--- src/rtl/usb_tx_nrzi_pkg.sv ---
// rtl/usb_tx_nrzi_pkg.sv - shared states, line encodings and NRZI helper for usb_tx_nrzi
package usb_tx_pkg;

    typedef enum logic [2:0] {
        ST_IDLE,
        ST_SYNC,
        ST_DATA,
        ST_STUFF,
        ST_ABORT,
        ST_EOP_SE0,
        ST_EOP_J
    } tx_state_e;

    // {d_plus, d_minus}
    localparam logic [1:0] LINE_J   = 2'b10;
    localparam logic [1:0] LINE_K   = 2'b01;
    localparam logic [1:0] LINE_SE0 = 2'b00;

    // Sent LSB-first: seven zeros then a one
    localparam logic [7:0] SYNC_PATTERN = 8'h80;

    function automatic logic [1:0] nrzi_next(input logic [1:0] cur, input logic bit_i);
        if (bit_i) begin
            return cur;
        end
        return (cur == LINE_J) ? LINE_K : LINE_J;
    endfunction

endpackage

--- src/rtl/usb_tx_nrzi_if.sv ---
// rtl/usb_tx_nrzi_if.sv - bit-serial payload handshake between packet serialiser and line driver
interface usb_tx_nrzi_if;

    logic tx_data;
    logic tx_valid;
    logic tx_last;
    logic tx_ready;

    modport master (
        output tx_data,
        output tx_valid,
        output tx_last,
        input  tx_ready
    );

    modport slave (
        input  tx_data,
        input  tx_valid,
        input  tx_last,
        output tx_ready
    );

endinterface

--- src/rtl/usb_tx_nrzi_bit_timer.sv ---
// rtl/usb_tx_nrzi_bit_timer.sv - free-running bit period counter with clear and end-of-bit strobe
module usb_bit_timer #(
    parameter int CLKS_PER_BIT = 8
) (
    input  logic clk,
    input  logic n_rst,
    input  logic clr_i,
    output logic bit_end_o
);

    localparam int W = (CLKS_PER_BIT > 1) ? $clog2(CLKS_PER_BIT) : 1;
    localparam logic [W-1:0] LAST = W'(CLKS_PER_BIT - 1);

    logic [W-1:0] cnt_q;
    logic [W-1:0] cnt_d;

    always_comb begin
        cnt_d = cnt_q;
        if (clr_i || (cnt_q == LAST)) begin
            cnt_d = '0;
        end else begin
            cnt_d = cnt_q + 1'b1;
        end
    end

    always_ff @(posedge clk or negedge n_rst) begin
        if (!n_rst) begin
            cnt_q <= '0;
        end else begin
            cnt_q <= cnt_d;
        end
    end

    assign bit_end_o = !clr_i && (cnt_q == LAST);

endmodule

--- src/rtl/usb_tx_nrzi.sv ---
// rtl/usb_tx_nrzi.sv - USB LS/FS transmit line driver: SYNC, bit stuffing, NRZI, underrun abort, EOP
module usb_tx_nrzi
    import usb_tx_pkg::*;
#(
    parameter int CLKS_PER_BIT = 8,
    parameter int STUFF_LEN    = 6,
    parameter int EOP_SE0_BITS = 2
) (
    input  logic          clk,
    input  logic          n_rst,
    input  logic          tx_start,
    usb_tx_nrzi_if.slave  tx_if,
    output logic          tx_busy,
    output logic          tx_err,
    output logic          d_plus,
    output logic          d_minus
);

    localparam int ONES_W   = $clog2(STUFF_LEN + 1);
    localparam int SLOT_A   = (STUFF_LEN > 7) ? STUFF_LEN : 7;
    localparam int SLOT_MAX = ((EOP_SE0_BITS - 1) > SLOT_A) ? (EOP_SE0_BITS - 1) : SLOT_A;
    localparam int SLOT_W   = $clog2(SLOT_MAX + 1);

    localparam logic [ONES_W-1:0] ONES_MAX   = ONES_W'(STUFF_LEN);
    localparam logic [SLOT_W-1:0] SYNC_LAST  = SLOT_W'(7);
    localparam logic [SLOT_W-1:0] ABORT_LAST = SLOT_W'(STUFF_LEN);
    localparam logic [SLOT_W-1:0] SE0_LAST   = SLOT_W'(EOP_SE0_BITS - 1);

    tx_state_e         state_q, state_d;
    logic [ONES_W-1:0] ones_q, ones_d;
    logic [SLOT_W-1:0] slot_q, slot_d;
    logic [1:0]        line_q, line_d;
    logic              last_q, last_d;
    logic              pend_q, pend_d;
    logic              pend_vld_q, pend_vld_d;
    logic              err_q, err_d;

    logic       bit_end;
    logic       take_bit;
    logic [2:0] sync_nxt;
    logic       sync_bit;

    usb_bit_timer #(
        .CLKS_PER_BIT(CLKS_PER_BIT)
    ) u_bit_timer (
        .clk       (clk),
        .n_rst     (n_rst),
        .clr_i     (state_q == ST_IDLE),
        .bit_end_o (bit_end)
    );

    assign sync_nxt = slot_q[2:0] + 3'd1;
    assign sync_bit = SYNC_PATTERN[sync_nxt];

    // A payload bit is requested only where the slot after this one carries payload
    assign take_bit = bit_end &&
                      (((state_q == ST_SYNC) && (slot_q == SYNC_LAST)) ||
                       ((state_q == ST_DATA) && !last_q));

    always_comb begin
        state_d    = state_q;
        ones_d     = ones_q;
        slot_d     = slot_q;
        line_d     = line_q;
        last_d     = last_q;
        pend_d     = pend_q;
        pend_vld_d = pend_vld_q;
        err_d      = 1'b0;

        case (state_q)
            ST_IDLE: begin
                line_d = LINE_J;
                if (tx_start) begin
                    state_d    = ST_SYNC;
                    slot_d     = '0;
                    line_d     = nrzi_next(LINE_J, SYNC_PATTERN[0]);
                    ones_d     = SYNC_PATTERN[0] ? ONES_W'(1) : '0;
                    last_d     = 1'b0;
                    pend_vld_d = 1'b0;
                end
            end
            ST_SYNC: begin
                if (bit_end && (slot_q != SYNC_LAST)) begin
                    slot_d = slot_q + 1'b1;
                    line_d = nrzi_next(line_q, sync_bit);
                    ones_d = sync_bit ? (ones_q + 1'b1) : '0;
                end
            end
            ST_DATA: begin
                // A final bit that completes a run still gets its stuff bit
                if (bit_end && last_q) begin
                    if (ones_q == ONES_MAX) begin
                        state_d    = ST_STUFF;
                        line_d     = nrzi_next(line_q, 1'b0);
                        ones_d     = '0;
                        pend_vld_d = 1'b0;
                    end else begin
                        state_d = ST_EOP_SE0;
                        line_d  = LINE_SE0;
                        slot_d  = '0;
                    end
                end
            end
            ST_STUFF: begin
                if (bit_end) begin
                    if (pend_vld_q) begin
                        state_d    = ST_DATA;
                        line_d     = nrzi_next(line_q, pend_q);
                        ones_d     = pend_q ? ONES_W'(1) : '0;
                        pend_vld_d = 1'b0;
                    end else begin
                        state_d = ST_EOP_SE0;
                        line_d  = LINE_SE0;
                        slot_d  = '0;
                    end
                end
            end
            ST_ABORT: begin
                if (bit_end) begin
                    if (slot_q == ABORT_LAST) begin
                        state_d = ST_EOP_SE0;
                        line_d  = LINE_SE0;
                        slot_d  = '0;
                    end else begin
                        slot_d = slot_q + 1'b1;
                    end
                end
            end
            ST_EOP_SE0: begin
                if (bit_end) begin
                    if (slot_q == SE0_LAST) begin
                        state_d = ST_EOP_J;
                        line_d  = LINE_J;
                        slot_d  = '0;
                    end else begin
                        slot_d = slot_q + 1'b1;
                    end
                end
            end
            ST_EOP_J: begin
                if (bit_end) begin
                    state_d = ST_IDLE;
                    line_d  = LINE_J;
                    ones_d  = '0;
                end
            end
            default: begin
                state_d = ST_IDLE;
                line_d  = LINE_J;
            end
        endcase

        // When a stuff bit is due, the requested bit is parked until the stuff slot ends
        if (take_bit) begin
            if (!tx_if.tx_valid) begin
                state_d = ST_ABORT;
                slot_d  = '0;
                err_d   = 1'b1;
            end else if (ones_q == ONES_MAX) begin
                state_d    = ST_STUFF;
                line_d     = nrzi_next(line_q, 1'b0);
                ones_d     = '0;
                pend_d     = tx_if.tx_data;
                pend_vld_d = 1'b1;
                last_d     = tx_if.tx_last;
            end else begin
                state_d = ST_DATA;
                line_d  = nrzi_next(line_q, tx_if.tx_data);
                ones_d  = tx_if.tx_data ? (ones_q + 1'b1) : '0;
                last_d  = tx_if.tx_last;
            end
        end
    end

    always_ff @(posedge clk or negedge n_rst) begin
        if (!n_rst) begin
            state_q    <= ST_IDLE;
            ones_q     <= '0;
            slot_q     <= '0;
            line_q     <= LINE_J;
            last_q     <= 1'b0;
            pend_q     <= 1'b0;
            pend_vld_q <= 1'b0;
            err_q      <= 1'b0;
        end else begin
            state_q    <= state_d;
            ones_q     <= ones_d;
            slot_q     <= slot_d;
            line_q     <= line_d;
            last_q     <= last_d;
            pend_q     <= pend_d;
            pend_vld_q <= pend_vld_d;
            err_q      <= err_d;
        end
    end

    assign tx_if.tx_ready = take_bit;
    assign tx_busy        = (state_q != ST_IDLE);
    assign tx_err         = err_q;
    assign d_plus         = line_q[1];
    assign d_minus        = line_q[0];

endmodule

--- src/flat_wrapper.sv ---
// flat-port wrapper written by rule: the top's interface ports become plain ports
module usb_tx_nrzi_flat import usb_tx_pkg::*;
#(
    parameter int CLKS_PER_BIT = 8,
    parameter int STUFF_LEN    = 6,
    parameter int EOP_SE0_BITS = 2
)
  (clk, n_rst, tx_start, tx_busy, tx_err, d_plus, d_minus, tx_if_tx_data, tx_if_tx_valid, tx_if_tx_last, tx_if_tx_ready);
  usb_tx_nrzi_if tx_if_i ();
  input  logic clk;
  input  logic n_rst;
  input  logic tx_start;
  output logic tx_busy;
  output logic tx_err;
  output logic d_plus;
  output logic d_minus;
  input wire logic [$bits(tx_if_i.tx_data)-1:0] tx_if_tx_data;
  input wire logic [$bits(tx_if_i.tx_valid)-1:0] tx_if_tx_valid;
  input wire logic [$bits(tx_if_i.tx_last)-1:0] tx_if_tx_last;
  output wire logic [$bits(tx_if_i.tx_ready)-1:0] tx_if_tx_ready;
  assign tx_if_i.tx_data = tx_if_tx_data;
  assign tx_if_i.tx_valid = tx_if_tx_valid;
  assign tx_if_i.tx_last = tx_if_tx_last;
  assign tx_if_tx_ready = tx_if_i.tx_ready;
  usb_tx_nrzi #(.CLKS_PER_BIT(CLKS_PER_BIT), .STUFF_LEN(STUFF_LEN), .EOP_SE0_BITS(EOP_SE0_BITS)) u_core (.clk(clk), .n_rst(n_rst), .tx_start(tx_start), .tx_if(tx_if_i), .tx_busy(tx_busy), .tx_err(tx_err), .d_plus(d_plus), .d_minus(d_minus));
endmodule
--- config.mk ---
export PLATFORM = sky130hd
export DESIGN_NAME = usb_tx_nrzi_flat
export DESIGN_NICKNAME = d
export VERILOG_FILES = /design/src/rtl/usb_tx_nrzi_pkg.sv /design/src/rtl/usb_tx_nrzi_if.sv /design/src/rtl/usb_tx_nrzi_bit_timer.sv /design/src/rtl/usb_tx_nrzi.sv /design/src/flat_wrapper.sv
export SDC_FILE = /design/constraint.sdc
export NUM_CORES = 1
export LEC_CHECK = 0
export CORE_MARGIN = 2
export CORE_UTILIZATION = 30
export CTS_CLUSTER_DIAMETER = 40
export DETAILED_ROUTE_END_ITERATION = 10
export GPL_TIMING_DRIVEN = 0
export RECOVER_POWER = 50
export SETUP_SLACK_MARGIN = 0.3
export SLEW_MARGIN = 20
export SYNTH_ARGS = -nofsm -noshare
export SYNTH_HDL_FRONTEND = slang
export SYNTH_SLANG_ARGS = --single-unit
--- constraint.sdc ---
create_clock -name clk -period 1.8 [get_ports clk]
set_input_delay 0.36 -clock clk [delete_from_list [all_inputs] [get_ports clk]]
set_output_delay 0.36 -clock clk [all_outputs]
set_load 0.005 [all_outputs]
# Yosys cells after proc, flatten, opt, wreduce, memory -nomap -nowiden

Memories as Yosys holds them, arrays and structs flattened.
Index checks and enable logic that the tools add are counted.

Add/sub/neg operators: 3
Multiply operators: 0
Div/mod/pow operators: 0
Magnitude comparators: 1
Eq/ne operators: 23
Shift-type cells: 0
Mux-type cells: 89
Bitwise operators: 0
Reduce and logical (&&, ||, !) cells: 14

Operators by type and width:

| kind                                                  | number |
|---|---|
| two-way mux 3 bit                                     | 37 |
| two-way mux 2 bit                                     | 20 |
| two-way mux 1 bit                                     | 27 |
| == test 3 bit, second input constant                  | 7 |
| case mux 3 bit (7 select lines)                       | 1 |
| inequality test 3 x 2 -> 1 bit, second input constant | 6 |
| case mux 3 bit (6 select lines)                       | 1 |
| case mux 3 bit (5 select lines)                       | 1 |
| case mux 2 bit (7 select lines)                       | 1 |
| adder 3 x 1 -> 3 bit, second input constant           | 3 |
| inequality test 3 bit, second input constant          | 3 |
| AND reduction 9 bit                                   | 1 |
| == test 3 x 1 -> 1 bit, second input constant         | 2 |
| == test 3 x 2 -> 1 bit, second input constant         | 2 |
| logical AND 1 bit                                     | 6 |
| inequality test 5 x 4 -> 1 bit, second input constant | 1 |
| < comparator 3 x 4 -> 1 bit, second input constant    | 1 |
| logical NOT 3 bit                                     | 1 |
| case mux 1 bit (3 select lines)                       | 1 |
| AND reduction 3 bit                                   | 1 |
| nonzero test 3 bit                                    | 1 |
| == test 2 bit, second input constant                  | 1 |
| logical NOT 1 bit                                     | 2 |
| logical OR 1 bit                                      | 2 |
| inequality test 2 bit, second input constant          | 1 |

Bits in registers: 18
Bits in latches: 0
Bits in writable memories: 0
Bits in read-only memories: 8
Word-level logic and storage cells: 140
Memories: 1

Memory list:

| memory           | words | bits a word | read ports | clocked after Yosys merged registers in | wr ports | RTL line          | source |
|---|---|---|---|---|---|---|---|
| (name not given) | 8     | 1           | 1          | 0                                       | 0        | usb_tx_nrzi.sv:53 | `assign sync_bit = SYNC_PATTERN[sync_nxt];` |

# Depth between registers and ports, before layout

Gate-level depths: netlist (run 1).

Depth in word-level cells: 11
Depth in mapped cells: 9
Depth with buffers taken out: 7

# By module

A second synthesis (run 1) with hierarchy kept.

Cells, all modules: 185
Area, all modules: 1482.7 um2

Modules (own cells, without submodules):

| module        | instances | cells an instance | area each (um2) | seq. area each (um2) |
|---|---|---|---|---|
| usb_tx_nrzi   | 1         | 176               | 1356.3          | 376.6 |
| usb_bit_timer | 1         | 9                 | 126.4           | 75.1 |

# Least setup slack after synthesis (run 1)

Ideal clock, no wire load.

Path kind: register to register
Start point: register u_core.slot_q[0]
End point: register u_core.state_q[2]
Data arrival time: 1.764 ns
Data required time: 1.679 ns
Path slack: -0.085 ns
Stages on the path, launching flop included: 8
Cells stage by stage: dfrtp_1 > ha_1 > ha_1 > nand3b_1 > a211oi_4 > and2b_2 > or2_1 > a22o_1

Cells in the longest elaborated chain, start to end: 6
Elaborated cells between the ends (all ways): 17
Classes of those cells: eq/ne (12); mux (1); reduce/logical (4)

RTL lines:

| what                                                           | RTL line           | source |
|---|---|---|
| start: declaration                                             | usb_tx_nrzi.sv:31  | `logic [SLOT_W-1:0] slot_q, slot_d;` |
| start signal: assignment                                       | usb_tx_nrzi.sv:188 | `slot_q <= slot_d;` |
| == test 3 bit (*)                                              | usb_tx_nrzi.sv:57  | `(((state_q == ST_SYNC) && (slot_q == SYNC_LAST)) \|\|` |
| logical AND 1 bit (*)                                          | usb_tx_nrzi.sv:57  |  |
| logical OR 1 bit (*)                                           | usb_tx_nrzi.sv:57  |  |
| logical AND 1 bit (*)                                          | usb_tx_nrzi.sv:56  | `assign take_bit = bit_end &&` |
| via tx_if_tx_ready                                             | flat_wrapper.sv:20 | `output wire logic [$bits(tx_if_i.tx_ready)-1:0] tx_if_tx_ready;` |
| inequality test 3 bit (no source line) (tied with other cells) | -                  |  |
| AND reduction 9 bit (no source line)                           | -                  |  |
| end signal: assignment                                         | usb_tx_nrzi.sv:186 | `state_q <= state_d;` |
| end: declaration                                               | usb_tx_nrzi.sv:29  | `tx_state_e state_q, state_d;` |

Mark *: on every way through the listed nets, which the timed path passes. The rest lies on a longest branch.
A chain may end at the register's enable or synchronous reset.

# Worst setup path after layout (run 1)

Start point: register u_core.state_q[1]
End point: output tx_if_tx_ready

Cells in the longest elaborated chain, start to end: 4
Elaborated cells between the ends (all ways): 9
Classes of those cells: eq/ne (2); reduce/logical (7)

RTL lines:

| what                                                         | RTL line |
|---|---|
| == test 3 x 1 -> 1 bit (tied with other cells)               | usb_tx_nrzi.sv:57 |
| logical AND 1 bit (tied with other cells)                    | usb_tx_nrzi.sv:57 |
| logical OR 1 bit / logical AND 1 bit (equally long branches) | usb_tx_nrzi.sv:57, usb_tx_nrzi_bit_timer.sv:34 |
| logical AND 1 bit (*)                                        | usb_tx_nrzi.sv:56 |
| end: declaration                                             | flat_wrapper.sv:20 |

Mark *: on every way between the ends. The rest lies on a longest branch, timed or not.

==> metrics.md, run 1 <==
| Metric | Value |
|---|---|
| Largest net degree at the start of global routing | 19 |
| Initial antenna violation count | 0 |
| PnR worst setup slack | -0.1673 ns |
| Buf/Inv on CP | 2 |
| WP data required | about 1.4 ns |
| Clock power share | approximately 17% |
| Clock transition at path regs | approximately 0.070 ns |
| TritonCTS clock tree | yes |
| Fin crit share | 109.3% |
| Number of port buffers | 10 |
| Worst-margin pin slew | about 0.86 ns |
| Non-Filler Instances | 320 |
| Critical hold path startpoint | u_core.u_bit_timer.cnt_q[0] |
| HP Class | flip-flop to flip-flop |
| Worst r2r src | u_core.state_q[1] |
| Reg2reg path depth | 7 |
| RR Endpoint | u_core.state_q[2] |
| First-pass GRT wire length | ~9300 um |
| Total power | 2.088 mW |
| Routed Wire Length | ~5700 um |
| Commonest non-fill, non-tap cells in the layout | buf_4, nand2_1, dfrtp_1 |
| Remaining Overflow, GRT | 0 |
| Via count | 1,871 |
| Period minus WS final | 1.967 ns |
| H-tree lvl count | 1 |
| Yosys top cell area share | 26.71% |
| Worst Hold End | u_core.u_bit_timer.cnt_q[0] |
| Number of synthesized flops with an enable pin | 0 |
| Final hold vios | 0 |
| Final setup fails | 13 |
| Share of post-route cells with drive strength above 1 | 39.20% |
| Residual DRC | 0 |
| Post-Syn Nets | between 200 and 250 |
| Yosys reg bits | 18 |
| Max Slew Vio Count | 0 |
| Critical path endpoint category | primary output |
| Pleak | around 0.95 nW |
| IO Pins | 11 |
| Fmax | ~510 MHz |
| CP max stage delay | 0.43 ns |
| Worst Setup SP | u_core.state_q[1] |
| Met3 Use GR | approximately 4.8% |
| Failing checks | negative setup slack |
| Clock Skews | 0.01261 ns |
| Die height | approximately 77 um |
| # nets final | 265 |
| Worst vdd ir | roughly 0.00036 V |
| Hold path depth | 2 |
| CP delay by family, top | flip-flops |
| Rel. slew slack | roughly 43% |
| Power Dens Cells | 874.5 mW/mm^2 |
| Number of global-route vias before repair | 1,804 |
| Chip width | approximately 77 um |
| Main synth FF type | dfrtp_1 |
| Met1 Resource Use GR | 25.02% |
| Die Footprint | about 0.0059 sq mm |
| Sw frac | roughly 40% |
| Worst Setup Start Kind | flip-flop |
| Met2 GRT Util | around 32% |
| Grt peak-use layer | met2 |
| Kind of critical path | flip-flop to primary output |
| Largest cells by area after synthesis | dfrtp_1, ha_1, nand2_1 |
| Clock Tree Buf Depth | 2 |
| CP Cell Sequence | buf_4 -> or3b_4 -> a211oi_4 -> buf_2 |
| Crit-path slowest cell | dfrtp_2 |
| Flop pwr share | 25.9% |
| Mapped Cells | around 200 |
| Drt via density | between 5 and 6 |
| Initial DRC count | ~230 |
| Arr. time, crit path | roughly 1.6 ns |
| ANT cells | 0 |
| Comb pwr share | 56.8% |
| DPL Wire Length | ~3500 um |
| Post-synth ARST share | between 90% and 100% |
| Net Switching | roughly 840 uW |
| DRT Pass-1 Iters | 7 |
| Detail Route Antenna Nets | 0 |
| Synth Cell Area | about 0.0016 sq mm |
| CTS Sinks | 18 |
| R2r setup slk | -0.15 ns |
| Pint | approximately 1.3 mW |
| Cell accounting for the most synthesized area | dfrtp_1 |
| Pre-CTS setup slack | -0.4185 ns |
| Most common cell after layout, fill and taps aside | buf_4 |
| Syn_area_per_cell | 7.924 sq um |
| Final core occ | 46.74% |
| GRT Resource Usage Total | slightly below 20% |
| Initial core utilization | approximately 31% |
| Row cnt | 26 |
| Unrepaired setup endpoints after global routing | true |
| GP Congestion | 0.9203 |
| Core Region | between 0.005 and 0.006 sq mm |
| Max-cap violation count | 0 |
| Placed insts | between 200 and 300 |
| Clk root buf | clkbuf_8 |
| CTS Buf Count | 3 |
| Post-synth cell types | 55 |
| WL/cell | 17.67 um |
| Synth warn | 0 |
| Status | finished with violations |
| Area Overhead vs Synth | 49.88% |
| Largest fanout on the critical path | 4 |
| Clock latency at the later pin of the worst-skew pair | approximately 0.27 ns |
| Fillers | slightly below 500 |
| Post-synthesis sequential area ratio | 28.36% |
-- what timing repair did --
item                                    CTS  global route
setup buffers                            28             7
endpoints found under the setup margin   21            17
hold buffers                              0             0
pin swaps                                16             8
resized for setup                        49            21
-- cells in the mapped netlist (all sizes together), types with 5 or more instances --
| master | number |
|---|---|
| o21ai | 10 |
| nand2 | 23 |
| nand3 | 10 |
| dfrtp | 17 |
| a21oi | 13 |
| a31oi | 5 |
| o211ai | 5 |
| nor3 | 7 |
| nand2b | 8 |
| nor2 | 10 |
| ha | 8 |
| buf | 8 |
| inv | 10 |
-- worst register-to-register path, stage by stage (launching register included) --
cell,delay (ns)
dfrtp_2,0.43
buf_4,0.15
or3b_4,0.40
a211oi_4,0.22
buf_4,0.18
nor3_1,0.05
or2_1,0.22
a22o_1,0.20
-- power groups by stage --
stage          Combinational [mW]  Sequential [mW]  Clock, mW
3_3_place_gp                0.722            0.591          0
4_1_cts                      1.04            0.547      0.364
5_1_grt                      1.27            0.550      0.379
6_report                     1.19            0.540      0.362
2_1_floorplan               0.488            0.561          0
3_5_place_dp                0.724            0.590          0
-- metal layers --
metal	vias to the layer above	wire, um
met1	899	2327
met3	18	492
met5	-	0
met2	99	2718
li1	855	-
met4	0	114
-- stage by stage --
step	hold slack [ns]	setup TNS, ns	instance area, sq um
CTS	0.5374	-0.4621	2251
floorplan	0.06441	0	1663
finish	0.5358	-1.124	2387
global placement	0.4420	-3.468	1851
global route	0.5589	-1.818	2387
detailed placement	0.4542	-3.285	1851
-- cells by family after synthesis --
logic type / Yosys count / share of synthesized area, %
compound gates: 65 / 29.54
buf+inv: 22 / 5.733
mux: 2 / 1.335
fa+ha+maj: 8 / 6.285
xor+xnor: 1 / 0.5500
simple gates: 85 / 28.20
flops: 18 / 28.36
-- final cells by class --
type                    count  area (sq um)  area share [%]
repair buffers             45         367.9           15.41
clock buffers               4         55.05           2.306
multi-input cells         161          1270           53.20
well taps                  70         87.58           3.669
inverters                  10         45.04           1.887
flip-flops and latches     18         455.4           19.08
plain buffers              12         106.4           4.455
-- flip-flops by register name, indices dropped and copies added (netlist names) --
register and count:
u_core.last_q 1, u_core.line_q 2, u_core.ones_q 3, u_core.pend_q 1, u_core.pend_vld_q 1, u_core.slot_q 3
u_core.state_q 3, u_core.tx_err 1, u_core.u_bit_timer.cnt_q 3
-- worst max-delay path by stage --
stage / end / slack, ns / cells after the start
floorplan: u_core.state_q[2] / 0.008 / 6
global placement: tx_busy / -0.44 / 4
detailed placement: tx_if_tx_ready / -0.42 / 5
CTS: tx_if_tx_ready / -0.10 / 4
global route: u_core.pend_q / -0.18 / 6
finish: tx_if_tx_ready / -0.17 / 4
(Power assumes the default switching activity.)
==> run 2, diff against run 1 <==
--- a/config.mk
+++ b/config.mk
@@ -5,6 +5,7 @@
 export SDC_FILE = /design/constraint.sdc
 export NUM_CORES = 1
 export LEC_CHECK = 0
+export CORE_ASPECT_RATIO = 0.5
 export CORE_MARGIN = 2
 export CORE_UTILIZATION = 30
 export CTS_CLUSTER_DIAMETER = 40
==> constraint.sdc (replaced) <==
create_clock -name clk -period 1.8 [get_ports clk]
set_input_delay 0.36 -clock clk [delete_from_list [all_inputs] [get_ports clk]]
set_output_delay 0.36 -clock clk [all_outputs]
set_load 0.01 [all_outputs]
==> metrics.md, run 2 (synthesis results as in run 1) <==
| Metric | Value |
|---|---|
| Status | finished with violations |
| Failing checks | negative setup slack |
| CTS Buf Count | 3 |
| Clock latency at the later pin of the worst-skew pair | about 0.28 ns |
| Worst vdd ir | ~0.00039 V |
| ANT cells | 0 |
| Pre-CTS setup slack | -0.4705 ns |
| Unrepaired setup endpoints after global routing | true |
| CTS Sinks | 18 |
| Worst Setup Start Kind | flip-flop |
| Via count | between 1,500 and 2,000 |
| Core Region | between 0.005 and 0.006 sq mm |
| WL/cell | 19.36 um |
| Share of post-route cells with drive strength above 1 | 42.62% |
| Die height | approximately 56 um |
| Largest fanout on the critical path | 6 |
| GP Congestion | between 0.9 and 1 |
| Critical hold path startpoint | u_core.u_bit_timer.cnt_q[0] |
| Number of port buffers | 10 |
| Commonest non-fill, non-tap cells in the layout | buf_4, nand2_1, dfrtp_1 |
| Total power | between 2 and 2.5 mW |
| Worst Hold Slack | 0.4489 ns |
| TritonCTS clock tree | yes |
| Largest net degree at the start of global routing | 19 |
| Worst Hold End | u_core.u_bit_timer.cnt_q[0] |
| Reg2reg path depth | 8 |
| Routed Wire Length | 6079 um |
| Kind of critical path | flip-flop to primary output |
| Worst r2r src | u_core.slot_q[1] |
| Max Slew Vio Count | 0 |
| DPL Wire Length | between 3000 and 4000 um |
| Detail Route Antenna Nets | 0 |
| Clk root buf | clkbuf_8 |
| Final core occ | between 40% and 50% |
| GRT Resource Usage Total | roughly 20% |
| Fin crit share | 111.5% |
| Clock transition at path regs | about 0.080 ns |
| Die Footprint | between 0.005 and 0.006 sq mm |
| First-pass GRT wire length | around 9200 um |
| Row cnt | 18 |
| Initial antenna violation count | 0 |
| Clock power share | 16.4% |
| Drt via density | just under 6 |
| HP Class | flip-flop to flip-flop |
| Rel. slew slack | 42.57% |
| Post-DP Area | 0.001823 sq mm |
| Fin area | 0.002475 sq mm |
| Period minus WS final | between 2 and 2.5 ns |
| Number of global-route vias before repair | approximately 1,800 |
| Comb pwr share | about three fifths |
| Arr. time, crit path | approximately 1.7 ns |
| Power Dens Cells | 891.7 mW/mm^2 |
| Most common cell after layout, fill and taps aside | buf_4 |
| Critical path endpoint category | primary output |
| Pint | between 1 and 1.5 mW |
| Sw frac | 40.78% |
| H-tree lvl count | 1 |
| R2r setup slk | -0.14 ns |
| Fmax | between 400 and 500 MHz |
| # nets final | around 260 |
| Remaining Overflow, GRT | 0 |
| Hold_buf cts | 0 |
| Initial core utilization | 31.71% |
| Area Overhead vs Synth | 55.38% |
| Initial DRC count | between 300 and 400 |
| Clock Skews | between 0.01 and 0.015 ns |
| Worst-margin pin slew | ~0.86 ns |
| Pleak | between 0.9 and 1 nW |
| Final setup fails | 14 |
| Residual DRC | 0 |
| Final hold vios | 0 |
| Chip width | ~110 um |
| Clock Tree Buf Depth | 2 |
| RR Endpoint | u_core.slot_q[2] |
| PnR worst setup slack | -0.2063 ns |
| DRT Pass-1 Iters | 5 |
| Hold path depth | 1 |
| Net Switching | approximately 900 uW |
| Max-cap violation count | 0 |
| WP data required | approximately 1.4 ns |
| Flop pwr share | 24.8% |
| IO Pins | 11 |
[run 2: critical path: stages (launching register included)]
cell and delay (ns):
dfrtp_2 0.46, or3b_4 0.43, a211oi_4 0.30, buf_2 0.18
[run 2: area by class of cell]
type | instances | area [sq um]
fill | 448 | 2547
clock buffer | 4 | 55.05
sequential | 18 | 455.4
buffer | 12 | 117.6
timing repair buffer | 39 | 355.3
tap | 70 | 87.58
inverter | 10 | 45.04
multi-input combinational | 161 | 1359
[run 2: stage by stage]
stage,setup TNS (ns),instances
floorplan,-0.04559,201
global placement,-3.528,281
detailed placement,-3.566,281
CTS,-0.7227,301
global route,-2.285,314
finish,-1.287,314
[run 2: worst max-delay path by stage]
stage                           start  depth (start not counted)           endpoint
floorplan           u_core.state_q[0]                          6  u_core.state_q[2]
global placement    u_core.state_q[0]                          5            tx_busy
detailed placement  u_core.state_q[0]                          5            tx_busy
CTS                 u_core.state_q[0]                          4     tx_if_tx_ready
global route        u_core.state_q[0]                          4     tx_if_tx_ready
finish                  u_core.last_q                          3     tx_if_tx_ready
[run 2: layer usage]
layer	global-route usage, %	vias to the layer above	wire [um]
li1	-	845	-
met1	26.37	901	2570
met2	29.48	97	2850
met3	7.556	18	539
met4	5.937	0	118
met5	0	-	0
[run 2: power by group through the flow]
stage,registers (mW),logic (mW),clock network (mW)
after global routing,0.554,1.38,0.380
after detailed placement,0.580,0.730,0
after CTS,0.542,1.03,0.360
final,0.548,1.30,0.361
after floorplan,0.568,0.487,0
after global placement,0.582,0.733,0
[run 2: timing repair]
item                       4_1_cts  5_1_grt
gates resized for setup         72       25
pin swaps                       18       19
cloned                           0        1
setup buffers                   16       12
setup endpoints to repair       22       17
